==> src/rtl/nop_meta_assembler.sv <==
`default_nettype none
// ============================================================================
// Module      : nop_meta_assembler
// Description : Assembles tagged NOP-lane metadata fragments into words of up
//               to 32 bits and buffers them in a 2-entry output FIFO.
//               Optional statistics counters: define NOP_META_STATS_EN.
// Revision    : 1.0 - initial release
// ============================================================================
module nop_meta_assembler (
    input  logic        clk,
    input  logic        reset,
    input  logic        meta_valid,
    input  logic [9:0]  meta_in,
    input  logic        stall_decode,
    input  logic        flush,
    input  logic        out_ready,
    output logic        out_valid,
    output logic [31:0] out_word,
    output logic [2:0]  out_len,
    output logic        seq_err,
    output logic        drop,
    output logic [15:0] words_done,
    output logic [7:0]  err_count
);
    localparam logic [1:0] c_TAG_CONT   = 2'b00;
    localparam logic [1:0] c_TAG_START  = 2'b01;
    localparam logic [1:0] c_TAG_END    = 2'b10;
    localparam logic [1:0] c_TAG_SINGLE = 2'b11;

    typedef enum logic [0:0] {
        S_IDLE    = 1'b0,
        S_COLLECT = 1'b1
    } state_t;

    state_t      r_state, w_state_nxt;
    logic [2:0]  r_cnt, w_cnt_nxt;
    logic [31:0] r_buf, w_buf_nxt;
    logic        w_take, w_push, w_err;
    logic [31:0] w_word, w_buf_ins, w_single;
    logic [2:0]  w_len;
    logic [1:0]  w_tag;

    assign w_take    = meta_valid && !stall_decode;
    assign w_tag     = meta_in[9:8];
    assign w_single  = {24'b0, meta_in[7:0]};
    // Unfilled lanes are always zero, so OR-ing the shifted byte stores it.
    assign w_buf_ins = r_buf | (w_single << {r_cnt[1:0], 3'b000});

    always_comb begin
        w_state_nxt = r_state;
        w_cnt_nxt   = r_cnt;
        w_buf_nxt   = r_buf;
        w_push      = 1'b0;
        w_word      = '0;
        w_len       = '0;
        w_err       = 1'b0;
        if (flush) begin
            w_state_nxt = S_IDLE;
            w_cnt_nxt   = '0;
            w_buf_nxt   = '0;
        end else if (w_take) begin
            if (r_state == S_IDLE) begin
                case (w_tag)
                    c_TAG_START: begin
                        w_buf_nxt   = w_single;
                        w_cnt_nxt   = 3'd1;
                        w_state_nxt = S_COLLECT;
                    end
                    c_TAG_SINGLE: begin
                        w_push = 1'b1;
                        w_word = w_single;
                        w_len  = 3'd1;
                    end
                    default: w_err = 1'b1;
                endcase
            end else begin
                case (w_tag)
                    c_TAG_CONT, c_TAG_END: begin
                        if (r_cnt == 3'd4) begin
                            w_err       = 1'b1;
                            w_state_nxt = S_IDLE;
                            w_cnt_nxt   = '0;
                            w_buf_nxt   = '0;
                        end else if (w_tag == c_TAG_CONT) begin
                            w_buf_nxt = w_buf_ins;
                            w_cnt_nxt = r_cnt + 3'd1;
                        end else begin
                            w_push      = 1'b1;
                            w_word      = w_buf_ins;
                            w_len       = r_cnt + 3'd1;
                            w_state_nxt = S_IDLE;
                            w_cnt_nxt   = '0;
                            w_buf_nxt   = '0;
                        end
                    end
                    c_TAG_START: begin
                        w_err     = 1'b1;
                        w_buf_nxt = w_single;
                        w_cnt_nxt = 3'd1;
                    end
                    default: begin
                        w_err       = 1'b1;
                        w_push      = 1'b1;
                        w_word      = w_single;
                        w_len       = 3'd1;
                        w_state_nxt = S_IDLE;
                        w_cnt_nxt   = '0;
                        w_buf_nxt   = '0;
                    end
                endcase
            end
        end
    end

    always_ff @(posedge clk) begin
        if (reset) begin
            r_state <= S_IDLE;
            r_cnt   <= '0;
            r_buf   <= '0;
        end else begin
            r_state <= w_state_nxt;
            r_cnt   <= w_cnt_nxt;
            r_buf   <= w_buf_nxt;
        end
    end

    // Two-entry output FIFO; a full FIFO still accepts a push when it pops.
    logic [31:0] r_mem_word [0:1];
    logic [2:0]  r_mem_len  [0:1];
    logic        r_rd_ptr, r_wr_ptr;
    logic [1:0]  r_fill;
    logic        w_pop, w_full, w_accept, w_drop;
    logic        r_seq_err, r_drop;

    assign w_pop    = out_valid && out_ready;
    assign w_full   = (r_fill == 2'd2);
    assign w_accept = w_push && (!w_full || w_pop);
    assign w_drop   = w_push && w_full && !w_pop;

    assign out_valid = (r_fill != 2'd0);
    assign out_word  = out_valid ? r_mem_word[r_rd_ptr] : 32'd0;
    assign out_len   = out_valid ? r_mem_len[r_rd_ptr]  : 3'd0;
    assign seq_err   = r_seq_err;
    assign drop      = r_drop;

    always_ff @(posedge clk) begin
        if (reset) begin
            r_mem_word[0] <= '0;
            r_mem_word[1] <= '0;
            r_mem_len[0]  <= '0;
            r_mem_len[1]  <= '0;
            r_rd_ptr      <= 1'b0;
            r_wr_ptr      <= 1'b0;
            r_fill        <= '0;
            r_seq_err     <= 1'b0;
            r_drop        <= 1'b0;
        end else begin
            if (w_accept) begin
                r_mem_word[r_wr_ptr] <= w_word;
                r_mem_len[r_wr_ptr]  <= w_len;
                r_wr_ptr             <= ~r_wr_ptr;
            end
            if (w_pop) begin
                r_rd_ptr <= ~r_rd_ptr;
            end
            case ({w_accept, w_pop})
                2'b10:   r_fill <= r_fill + 2'd1;
                2'b01:   r_fill <= r_fill - 2'd1;
                default: r_fill <= r_fill;
            endcase
            r_seq_err <= w_err;
            r_drop    <= w_drop;
        end
    end

`ifdef NOP_META_STATS_EN
    logic [15:0] r_words_done;
    logic [7:0]  r_err_count;
    logic [8:0]  w_err_sum;

    assign w_err_sum = {1'b0, r_err_count} + {7'b0, w_err} + {7'b0, w_drop};

    always_ff @(posedge clk) begin
        if (reset) begin
            r_words_done <= '0;
            r_err_count  <= '0;
        end else begin
            if (w_accept && (r_words_done != 16'hFFFF)) begin
                r_words_done <= r_words_done + 16'd1;
            end
            r_err_count <= w_err_sum[8] ? 8'hFF : w_err_sum[7:0];
        end
    end

    assign words_done = r_words_done;
    assign err_count  = r_err_count;
`else
    assign words_done = 16'd0;
    assign err_count  = 8'd0;
`endif

endmodule
`default_nettype wire
==> config.mk <==
export PLATFORM = sky130hd
export DESIGN_NAME = nop_meta_assembler
export DESIGN_NICKNAME = d
export VERILOG_FILES = /design/src/rtl/nop_meta_assembler.sv
export SDC_FILE = /design/constraint.sdc
export NUM_CORES = 1
export LEC_CHECK = 0
export ABC_CLOCK_PERIOD_IN_PS = 3770
export CORE_MARGIN = 2
export CORE_UTILIZATION = 56
export CTS_BUF_LIST = sky130_fd_sc_hd__clkbuf_4
export CTS_CLUSTER_SIZE = 40
export DETAILED_ROUTE_END_ITERATION = 8
export PLACE_DENSITY = 0.82
export RECOVER_POWER = 50
export SLEW_MARGIN = 20
export SYNTH_ARGS = -nofsm -noshare
export SYNTH_HDL_FRONTEND = slang
export SYNTH_SLANG_ARGS = --single-unit
==> constraint.sdc <==
create_clock -name clk -period 3.77 [get_ports clk]
set_input_delay 0.9425 -clock clk [delete_from_list [all_inputs] [get_ports clk]]
set_output_delay 0.9425 -clock clk [all_outputs]
set_load 0.05 [all_outputs]
# Word level (Yosys, flattened, before mapping)
# Memories as Yosys holds them, arrays and structs flattened. A register that Yosys moved wholly into a read port is not among the register bits.
# Index checks and enable logic that the tools add are counted.
[totals]
regBits = 42
latch_bits = 0
ram_bits = 70
rom_bits = 0
output_inout_bits = 62
wordCells = 103
n_memories = 2
[classes]
n_addsub = 3
multipliers = 0
div = 0
order_cmp = 0
eq_ne = 7
shifts = 1
n_mux = 58
bitwise = 4
n_reduce_logical = 20
[memory_table]
columns = ["name", "words", "word_bits", "rd", "rd_clocked_by_memory_dff", "write_ports", "line_no", "source"]
rows = [
  ["r_mem_word", 2, 32, 1, 1, 2, "128", "logic [31:0] r_mem_word [0:1];"],
  ["r_mem_len", 2, 3, 1, 1, 2, "129", "logic [2:0] r_mem_len [0:1];"],
]
[op_table]
columns = ["op", "n"]
rows = [
  ["$mux 32", 11],
  ["$pmux 32 s2", 2],
  ["$mux 3", 11],
  ["$or 32x32->32", 1],
  ["$reduce_or 32->1", 1],
  ["$shl 8x5->32", 1],
  ["$mux 1", 28],
  ["$pmux 3 s2", 2],
  ["$eq 2x2->1 const B", 4],
  ["$mux 8", 1],
  ["$reduce_bool 2->1", 3],
  ["$reduce_or 2->1", 3],
  ["$reduce_or 3->1", 2],
  ["$logic_and 1x1->1", 5],
  ["$eq 2x1->1 const B", 2],
  ["$pmux 1 s2", 2],
  ["$pmux 2 s2", 1],
  ["$add 3x1->3 const B", 1],
  ["$eq 3x3->1 const B", 1],
  ["$logic_not 1->1", 3],
  ["$not 1->1", 3],
  ["$add 2x1->2 const B", 1],
  ["$logic_not 2->1", 1],
  ["$reduce_and 2->1", 1],
  ["other kinds (2)", 2],
]

# Logic depth before layout (Yosys ltp)
[depth]
word_depth = 13
ltp_mapped = 8
ltp_nobuf = 8

# Least setup slack after synthesis
# Ideal clock, no wire load.
[synth_timing]
path_kind = "input -> register"
start = "in meta_in[8]"
end = "mem r_mem_len[0][0] (enable)"
setup_ns = 0.435
arrival_time_ns = 3.068
required_time_ns = 3.335
slack_ns = 0.267
stages = 3
path_buffers = 1
cell_sequence = "clkbuf_1 -> o2111ai_1 -> o21bai_1"
[synth_rtl]
columns = ["item", "line_no", "source"]
rows = [
  ["start: declaration", "13", "input logic [9:0] meta_in,"],
  ["end: declaration", "129", ""],
]

==> qor.yml <==
setup_path:
  start_kind: "flip-flop"
  worst-r2r-cell-count: 6
  slowest_delay_ps: 700
  path_buf_inv: 2
  path_cells: "buf_12 > mux2i_1 > nor2_1 > clkdlybuf4s50_1"
  cp_top_family: "buffers and inverters"
  required_ps: 2830
  worstPathMaxFanout: 22
  end_kind: "output pin"
  critPathSlowestCell: "clkdlybuf4s50_1"
  critPathKind: "flip-flop to output pin"
  arrival_ps: 2510
  cp.depth: 4
timing:
  final_max_slew_viol_count: 0
  rsz0062_at_grt: "no"
  hold_viol: 0
  maxSlewHeadroom_pct: 11.5
  clock.fmax_ghz: 0.290
  setup_viol: 0
  worst_slew_pin_slew_ps: 1330
  min_period_ps: 3450
  totalNegativeSetupSlack_ps: 0
  fin_skew_ps: 21.1
  fin_crit_sh_pct: 91.5
  fin_ws_ps: 322
place:
  pre_cts_slack_ps: 627
  io_buffers: 53
  dpl_cell_area_sq_um: 5930
  dp_hpwl_um: 7750
  gp_congestion: 0.893
drt:
  num_vias: 3919
  drc: 0
  dr.pass1.iters: 5
  first_iter_violations: 472
  avgViaCountPerCell: 5.76
  drt-total-wl_um: 11600
  postRouteAntennaNets: 0
  post_drt_wl_per_cell_um: 17.1
cells_and_area:
  layout-area-overhead-vs-synth_pct: 14.9
  final_nets: 557
  seq_area_sq_um: 2960
  drive_above_1_share_pct: 13.6
  num-fill-cells: 724
  diodes: 0
  multiInputGateArea_sq_um: 2090
  utilization_pct: 66.4
  final_cell_area_sq_um: 6160
power_and_ir_drop:
  p_leak_nw: 2.02
  irDropWorstVdd_mv: 0.202
  power_mw: 2.53
  p_per_area_nw_per_um2: 411
global_routing:
  grt-ovfl-total: 0
  grt_max_degree: 37
  grt_pass1_wl_um: 18700
  track_usage_pct: 23.8
  antenna_found_initial: 0
  grt_pass1_vias: 3741
synthesis:
  syn_avg_cell_area_sq_um: 11.0
  yosysTopAreaCellShare_pct: 39.2
  yosysWarnings: 0
  synth_top_area_cell: "edfxtp_1"
  yosysUniqueCellTypes: 51
  synth-seq-cells: 113
  syn_area_sq_um: 5370
  yosys-top-cells-area: "edfxtp_1, dfxtp_1, nor2_1"
  syn_inst: 490
  synth_flop_cell: "edfxtp_1"
  synth_seq_area_share_pct: 55.2
  async_flop_share_pct: 0
  synth_edf_count: 70
die:
  pin_count: 78
  start_util_pct: 57.8
  core_area_sq_um: 9280
  die_w_um: 102
  chipHeight_um: 102
  dieArea_sq_um: 10400
  placementRows: 35
clock_network:
  cts_made_buffers: 17
  cts_root_buf: "clkbuf_4"
  clkSinkCount: 113
  clk_pin_slew_ps: 120
  cts_resized: 0
  clockBufferDepth: 2
  ctsHoldBuffers: 0
  clk_latency_ps: 530
  cts_tree: "built"
  post_cts_buffers: 0
  htree_num_levels: 4
hold_path:
  hold_class: "flip-flop to flip-flop"
  min_path_cells: 1
job:
  cap_violations: 0
outcome:
  run_status: "complete, no violations"
==> synthesized netlist by cell type, types with 3 or more instances <==
cell type,n
nand3b_1,3
dfxtp_1,43
nor2_2,20
nor4_1,9
ha_1,3
inv_1,5
mux2i_1,35
edfxtp_1,70
a22oi_1,17
buf_1,8
buf_2,14
o22ai_1,8
a21oi_1,31
or3_1,3
nand2_1,6
or3b_2,8
o21ai_0,4
xnor2_1,3
a22o_1,24
buf_4,24
nor2_1,95
a221oi_1,8
clkbuf_1,13
==> layout by cell type (no fill, tap or decap), drive strengths merged, types with 16 or more instances in the layout <==
master / n
a22o: 24
nor2: 115
a21oi: 31
conb: 24
mux2i: 35
clkbuf: 22
edfxtp: 70
clkdlybuf4s50: 50
a22oi: 17
inv: 16
dfxtp: 43
==> sequential cells by signal, indices dropped and copies added (netlist names), named ones only <==
name / count
r_cnt: 3
r_fill: 2
r_state: 1
drop: 1
r_mem_len: 6
r_wr_ptr: 1
seq_err: 1
r_mem_word: 64
r_rd_ptr: 1
r_buf: 32
==> power by group <==
part / switching (mW) / internal, mW / total [mW]
Sequential: 0.0151 / 1.34 / 1.35
Clock: 0.553 / 0.359 / 0.912
Combinational: 0.193 / 0.0766 / 0.270
Total: 0.761 / 1.77 / 2.53
==> final timing paths <==
path / startpoint / to / slack [ps]
setup / recovery: flip-flop / out_word[5] / 320
setup reg to reg: r_cnt[0]$_SDFFE_PP0P_ / r_mem_word[1][23]$_SDFFCE_PN0P_ / 600
hold reg to reg: r_buf[27]$_SDFFE_PP0P_ / r_buf[27]$_SDFFE_PP0P_ / 500
hold / removal: r_buf[27]$_SDFFE_PP0P_ / r_buf[27]$_SDFFE_PP0P_ / 500
==> kinds of logic (layout without fill, tap and decap cells) <==
family / after synthesis / count (layout) / share of synthesized area [%]
xor gates and xnor gates: 4 / 4 / 0.653
other: 1 / 24 / 0.0699
muxes: 35 / 35 / 6.53
DFF: 113 / 113 / 55.2
and+or+nand+nor: 166 / 166 / 16.7
AOI/OAI and AO/OA: 102 / 102 / 13.2
adders and majority gates: 3 / 3 / 0.700
buffers and inverters: 66 / 104 / 6.90
==> layout make-up <==
type	count	share of cell area, %
inverter	5	0.305
timing repair buffer	67	10.5
multi-input combinational	334	33.8
tap	129	2.62
clock buffer	17	2.07
sequential	113	48.1
clock inverter	15	2.60
==> worst reg2reg max path, delay by kind of cell, from the launching register on <==
kind                       cells  cell delay (ps)
adders and majority gates      1              290
DFF                            1              460
AOI/OAI and AO/OA              1              510
buffers and inverters          2             1300
and+or+nand+nor                2              350
==> routing by layer <==
metal / global-route usage (%) / part of all wire (%) / vias to the layer above
met5: 0 / 0 / -
met4: 10.4 / 2.3 / 0
met3: 6.22 / 8.7 / 25
met2: 38.6 / 50 / 220
met1: 30.3 / 39 / 1840
li1: - / - / 1834
==> metrics by stage <==
step / hold slack (ps) / instances
global placement: 457 / 648
global route: 499 / 680
floorplan: 443 / 513
detailed placement: 461 / 648
finish: 496 / 680
CTS: 491 / 680
No activity file was read; power rests on OpenSTA's default activity.
